==> src/rtl/bsg_wormhole_rr_merge.sv <==
// bsg_wormhole_rr_merge
//   N-input to 1-output wormhole merge: the per-output-port slice of a
//   wormhole router. Each input is buffered in a two-entry FIFO, a
//   round-robin arbiter picks a non-empty input and a one-hot mux drives
//   the output. A header flit with a non-zero length field locks the grant
//   to its input until that many body flits have been sent.
//
// Ports
//   clk_i    : clock, rising edge
//   reset_i  : asynchronous reset, active low
//   v_i      : per-input flit valid              [inputs_p]
//   data_i   : per-input flits, input k at [k*width_p +: width_p]
//   ready_o  : per-input ready (FIFO not full)   [inputs_p]
//   v_o      : output flit valid
//   data_o   : output flit                        [width_p]
//   tag_o    : binary index of granted input, 0 when v_o=0
//   ready_i  : downstream ready; transfer on v_o & ready_i
module bsg_wormhole_rr_merge #(
  parameter int unsigned inputs_p    = 4,
  parameter int unsigned width_p     = 16,
  parameter int unsigned len_width_p = 4
) (
  input  logic                          clk_i,
  input  logic                          reset_i,
  input  logic [inputs_p-1:0]           v_i,
  input  logic [inputs_p*width_p-1:0]   data_i,
  output logic [inputs_p-1:0]           ready_o,
  output logic                          v_o,
  output logic [width_p-1:0]            data_o,
  output logic [$clog2(inputs_p)-1:0]   tag_o,
  input  logic                          ready_i
);

  localparam int unsigned TagW = $clog2(inputs_p);

  // Input FIFO storage and bookkeeping
  logic [width_p-1:0]     r_mem   [inputs_p][2];
  logic [inputs_p-1:0]    r_rd_ptr;
  logic [inputs_p-1:0]    r_wr_ptr;
  logic [1:0]             r_count [inputs_p];

  // Arbiter state
  logic [TagW-1:0]        r_rr_ptr;
  logic [TagW-1:0]        r_lock;
  logic [len_width_p-1:0] r_len_cnt;

  logic [inputs_p-1:0]    w_nonempty;
  logic [inputs_p-1:0]    w_enq;
  logic [inputs_p-1:0]    w_deq;
  logic [width_p-1:0]     w_head [inputs_p];
  logic [inputs_p-1:0]    w_grant;
  logic [TagW-1:0]        w_gidx;
  logic [TagW-1:0]        w_scan;
  logic                   w_found;
  logic [width_p-1:0]     w_mux;
  logic                   w_xfer;

  // FIFO status, heads and handshakes
  always_comb begin
    for (int unsigned k = 0; k < inputs_p; k++) begin
      w_nonempty[k] = (r_count[k] != 2'd0);
      // gated by reset so ready_o reads 0 for the whole reset assertion
      ready_o[k]    = reset_i & (r_count[k] != 2'd2);
      w_enq[k]      = v_i[k] & ready_o[k];
      w_deq[k]      = w_grant[k] & ready_i;
      w_head[k]     = r_mem[k][r_rd_ptr[k]];
    end
  end

  // Grant: locked input only while a packet is in flight, otherwise the
  // first non-empty input scanning circularly from the pointer + 1.
  always_comb begin
    w_grant = '0;
    w_gidx  = '0;
    w_scan  = '0;
    w_found = 1'b0;
    if (r_len_cnt != '0) begin
      if (w_nonempty[r_lock]) begin
        w_grant[r_lock] = 1'b1;
        w_gidx          = r_lock;
      end
    end else begin
      for (int unsigned i = 0; i < inputs_p; i++) begin
        w_scan = TagW'((32'(r_rr_ptr) + 32'd1 + i) % inputs_p);
        if (!w_found && w_nonempty[w_scan]) begin
          w_found         = 1'b1;
          w_grant[w_scan] = 1'b1;
          w_gidx          = w_scan;
        end
      end
    end
  end

  // One-hot output mux; zero when nothing is granted
  always_comb begin
    w_mux = '0;
    for (int unsigned k = 0; k < inputs_p; k++) begin
      if (w_grant[k]) begin
        w_mux = w_mux | w_head[k];
      end
    end
  end

  assign v_o    = |w_grant;
  assign data_o = w_mux;
  assign tag_o  = w_gidx;
  assign w_xfer = v_o & ready_i;

  // FIFO pointers and occupancy
  always_ff @(posedge clk_i or negedge reset_i) begin
    if (!reset_i) begin
      r_rd_ptr <= '0;
      r_wr_ptr <= '0;
      for (int unsigned k = 0; k < inputs_p; k++) begin
        r_count[k] <= '0;
      end
    end else begin
      for (int unsigned k = 0; k < inputs_p; k++) begin
        if (w_enq[k]) r_wr_ptr[k] <= ~r_wr_ptr[k];
        if (w_deq[k]) r_rd_ptr[k] <= ~r_rd_ptr[k];
        r_count[k] <= r_count[k] + {1'b0, w_enq[k]} - {1'b0, w_deq[k]};
      end
    end
  end

  // FIFO storage needs no reset: occupancy guards every read
  always_ff @(posedge clk_i) begin
    for (int unsigned k = 0; k < inputs_p; k++) begin
      if (w_enq[k]) begin
        r_mem[k][r_wr_ptr[k]] <= data_i[k*width_p +: width_p];
      end
    end
  end

  // Round-robin pointer, packet lock and body-flit counter
  always_ff @(posedge clk_i or negedge reset_i) begin
    if (!reset_i) begin
      r_rr_ptr  <= TagW'(inputs_p - 1);
      r_lock    <= '0;
      r_len_cnt <= '0;
    end else if (w_xfer) begin
      if (r_len_cnt == '0) begin
        r_rr_ptr  <= w_gidx;
        r_len_cnt <= w_mux[len_width_p-1:0];
        if (w_mux[len_width_p-1:0] != '0) begin
          r_lock <= w_gidx;
        end
      end else begin
        r_len_cnt <= r_len_cnt - 1'b1;
      end
    end
  end

endmodule

==> config.mk <==
export PLATFORM = sky130hd
export DESIGN_NAME = bsg_wormhole_rr_merge
export DESIGN_NICKNAME = d
export VERILOG_FILES = /design/src/rtl/bsg_wormhole_rr_merge.sv
export SDC_FILE = /design/constraint.sdc
export NUM_CORES = 1
export LEC_CHECK = 0
export ABC_AREA = 1
export CAP_MARGIN = 40
export CORE_AREA = 2 2 144 146
export CTS_CLUSTER_DIAMETER = 120
export DETAILED_ROUTE_END_ITERATION = 10
export DIE_AREA = 0 0 146 148
export PLACE_DENSITY = 0.55
export SLEW_MARGIN = 30
export SYNTH_ARGS = -nofsm -noshare
export SYNTH_HDL_FRONTEND = slang
export SYNTH_SLANG_ARGS = --single-unit
==> constraint.sdc <==
create_clock -name clk_i -period 8.9 [get_ports clk_i]
set_input_delay 1.78 -clock clk_i [delete_from_list [all_inputs] [get_ports clk_i]]
set_output_delay 1.78 -clock clk_i [all_outputs]
set_load 0.03 [all_outputs]
After elaboration in Yosys (flattened, before gate mapping). Memory sizes are Yosys's and may differ from the RTL's. Cells that the tools add are included.

Flip-flop bits (word level): 24. Memory bits (writable): 128. Memories: 1.

Add/subtract/negate cells: 13. $lt $le $gt $ge: 22. Equal/unequal tests: 4. Muxes and demuxes: 74. Bitwise logic cells: 35. Reductions and logical operators: 25.

Memories: r_mem (depth 4, width 32, read ports 4, clocked after Yosys merged registers in 0, write ports 4, line 37) `logic [width_p-1:0] r_mem [inputs_p][2];`.

Operators by type and width (count): $mux W16 (20); $mux W32 (4); $demux W16 S1 (4); $or A16 B16 Y16 (3); $mux W4 (10); $mux W1 (20); $ge A2 B2 Y1 const B (8); $not A1 Y2 (8); $lt A2 B3 Y1 const B (5); $and A1 B1 Y1 (13); $logic_and A1 B1 Y1 (12); $mux W2 (6); $or A4 B4 Y4 (3); $bmux W1 S2 (5); $demux W1 S2 (5); $ge A2 B1 Y1 const B (5); $add A2 B1 Y2 (4); $lt A2 B1 Y1 const B (4); $ne A2 B2 Y1 const B (4); $not A1 Y1 (8); $reduce_bool A2 Y1 (4); $reduce_bool A4 Y1 (2); $sub A2 B1 Y2 (4); $add A2 B1 Y2 const B (2); other kinds (7) (10).

Longest topological paths before layout.
Word-level depth: 26. Gate-level depth with buffers: 19.

Worst setup path before layout. Ideal clock, no wire load.

Path type: reg-to-output. From: register r_rr_ptr[0]. To: output data_o[10]. Data arrival time: 2.602 ns. Slack: 4.518 ns. Cell stages (with the launch flop): 12. Path buffers: 1. Path through: dfstp_2 -> inv_2 -> ha_1 -> nor2_1 -> nand3b_2 -> nand2_4 -> nor2_4 -> nand4_1 -> nand3_4 -> nand2_4 -> buf_2 -> o2111ai_1.

Cells in the longest elaborated chain, start to end: 24.

Ends and longest elaborated chain: from (decl) (line 43) `logic [TagW-1:0] r_rr_ptr;`; from (signal assigned) (line 138) `r_rr_ptr <= TagW'(inputs_p - 1);`; from (signal assigned) (line 143) `r_rr_ptr <= w_gidx;`; $add A2 B1 Y2 (*) (line 84) `w_scan = TagW'((32'(r_rr_ptr) + 32'd1 + i) % inputs_p);`; parallel branches: the longest is 14 deep, another holds $lt A2 B3 Y1; $mux W4 (*) (line 85) `if (!w_found && w_nonempty[w_scan]) begin`; $mux W4 (*) (line 77) `if (r_len_cnt != '0) begin`; $mux W16 (line 98) `if (w_grant[k]) begin`; $or A16 B16 Y16 (line 99) `w_mux = w_mux | w_head[k];`; $mux W16 (line 98); $or A16 B16 Y16 (line 99); $mux W16 (line 98); $or A16 B16 Y16 (line 99); $mux W16 (*) (line 98); to (decl) (line 29) `output logic [width_p-1:0] data_o,`.

Mark *: on every way between the ends. The select of a mux whose other input is x is not followed.

Worst setup path in the final report.
From: register r_len_cnt[0]. To: output data_o[8].

Cells in the longest elaborated chain, start to end: 9.

Ends and longest elaborated chain: from (decl) (line 45) `logic [len_width_p-1:0] r_len_cnt;`; from (signal assigned) (line 144) `r_len_cnt <= w_mux[len_width_p-1:0];`; from (signal assigned) (line 149) `r_len_cnt <= r_len_cnt - 1'b1;`; $reduce_bool A4 Y1 (*) (line 77); $mux W4 (*) (line 77); $mux W16 (line 98); $or A16 B16 Y16 (line 99); $mux W16 (line 98); $or A16 B16 Y16 (line 99); $mux W16 (line 98); $or A16 B16 Y16 (line 99); $mux W16 (*) (line 98).

Every way passes the cells marked *; elsewhere a longest branch is shown, timed or not.

==> metrics.cfg <==
[clocking]
clock_latency_ns=0.42
cts.clk_slew.worst_paths_ns=0.06
cts_hold_buf=0
cts_buffers=17
h-tree-depth=4
cts-root-buf=clkbuf_16
cts_resized=0
postCtsSetupBuffers=0
tritoncts=built
clk_path_buf_depth=2
cts_sinks=152

[detailed_routing]
drt_drc_violations_left=0
routed_via_density=4.76
vias=4607
drtAntennaViolNets=0
wl_per_cell_um=17.3
firstDrtPassIters=5
drt-total-wl_mm=16.7
initialDrtViolationCount=315

[power_and_ir_drop]
leakage_nw=3.38
peakVddDrop_mv=0.557
power.density_nw_per_um2=394
p_total_mw=3.47

[worst_setup_path]
cp-startpoint=r_len_cnt[0]
cpMostUsedCell=inv_1
critical_path_buf_inv_count=6
worstPathCellList=inv_1 -> ha_1 -> inv_1 -> nor2_1 -> inv_1 -> nor2_1 -> inv_1 -> o21ai_1 -> nand2_4 -> inv_1 -> a21oi_1 -> o21ai_0 -> clkdlybuf4s50_1
cpPeakStageDelay_ns=0.76
worstSetupPathType=reg2out
cp-start-kind=register
cp_max_fo=12
critPathTopFamily=buffers and inverters
slowest_stage=clkdlybuf4s50_1
required_ns=7.12
worstReg2RegStart=r_len_cnt[0]
cp-end-kind=output port
cp.arrival_ns=4.02

[placed_design]
gp_routability_congestion=0.807
dpl.hpwl_mm=12.6
post-place-ws_ns=3.48
port_buffers=93

[finish]
final_common_cell=edfxtp_1
area_growth_pct=27.4
nFillCells=1914
layout_common_cells=128 x edfxtp_1, 96 x nand2_1, 93 x clkdlybuf4s50_1
diodes=0
drive_gt1_share_pct=15.2
nets=772

[timing]
hold_viol_final=0
max_freq_mhz=172
tns_ns=0
finalSetupViolCount=0
finalCriticalPeriod_ns=5.80
tightest_slew_ns=0.740
timing.hold.ws_ns=0.534
rsz0062_at_grt=no
finalWorstSetupSlack_ns=3.10
period_share_pct=65.2
finalMaxSlewViolations=0
slew-limit-headroom_pct=50.7
finalClockSkew_ns=0.00966

[job]
maxCapViolations=0

[logic_synthesis]
ys.warnings.count=0
synth_ff_type=edfxtp_1
synth_edf_count=128
syn_area_per_cell_um2=12.1
synth.distinct_cells=37
async_flop_share_pct=15.8
syn_area_um2=6920
syn-num-nets=661
netlist_instances=574
yosys_register_bits=152
yosysSeqAreaShare_pct=64.2

[worst_hold_path]
hold_class=reg2reg
min_from=r_count[0]

[global_route]
grt_pass1_vias=4808
grt_pass1_wl_mm=26.4
antenna_found_initial=0
grt_max_degree=30
overflow=0
grt_use_total_pct=16.3

[die]
die_area_um2=21600
fp.dieH_um=148
chipWidth_um=146
coreArea_um2=20000
fp-row-count=52
initial_core_util_pct=34.5
io_pins=94

[run_status]
outcome=finished, final reports clean

[cells by family (layout without fill, tap and decap cells)]
kind of cell,Yosys count,count (layout),share of synthesized area (%)
simple gates,219,219,16.2
flops,152,152,64.2
compound gates,75,75,6.67
buf+inv,70,194,3.92
mux,26,26,4.01
fa+ha+maj,16,16,2.89
xor+xnor,16,16,2.02
[synth_stat cells, types with 11 or more instances]
master / count / area [um2]
edfxtp_1: 128 / 3840
nand2_1: 96 / 360
inv_1: 55 / 206
nor2_1: 38 / 143
nand3_1: 31 / 155
o21ai_0: 24 / 120
dfrtp_1: 22 / 551
o211ai_1: 19 / 143
ha_1: 16 / 200
mux2_2: 14 / 158
mux2i_1: 12 / 120
or2_2: 12 / 75.1
xor2_1: 11 / 96.3
[metal layers]
layer | global-route usage (%) | vias up | wire length (um)
met1 | 20.3 | 2232 | 7150
met3 | 3.98 | 14 | 767
li1 | - | 2232 | -
met5 | 0 | - | 0
met2 | 28.5 | 129 | 8620
met4 | 4.32 | 0 | 176
[worst paths after layout]
| check | endpoint | slack (ns) | cells after the start |
|---|---|---|---|
| hold / removal | r_count[0] | 0.53 | 1 |
| setup reg to reg | r_count[1] | 5.46 | 15 |
| min in group asynchronous | r_count[7] | 1.73 | 2 |
| setup / recovery | data_o[8] | 3.10 | 13 |
| hold reg to reg | r_count[0] | 0.53 | 1 |
| max in group asynchronous | r_rr_ptr[1] | 6.85 | 2 |
[sequential cells by signal (all words and copies together), names as in the netlist]
| name | count |
|---|---|
| r_rd_ptr | 4 |
| r_count | 8 |
| r_rr_ptr | 2 |
| r_wr_ptr | 4 |
| r_len_cnt | 4 |
| r_mem | 128 |
| r_lock | 2 |
[report_power, final]
group	total, mW	internal (mW)	switching [mW]
sequential	1.02	0.916	0.104
clock	0.713	0.397	0.316
combinational	1.74	0.631	1.11
total	3.47	1.94	1.53
[final cells by class]
type	instances	area, um2	share of cell area, %
Multi-Input combinational cell	352	2200	25.0
Tap cell	270	338	3.83
Sequential cell	152	4450	50.4
Clock inverter	15	159	1.80
Timing Repair Buffer	104	1020	11.6
Inverter	58	223	2.53
Clock buffer	17	425	4.82
[stage by stage]
stage / util (%) / std cells / area (um2)
3_3_place_gp: 41.0 / 934 / 8210
4_1_cts: 43.9 / 967 / 8800
3_5_place_dp: 41.0 / 935 / 8220
5_1_grt: 44.0 / 968 / 8820
6_report: 44.0 / 968 / 8820
2_1_floorplan: - / 574 / 6920
Note: power is estimated with default switching activity, not from simulation.
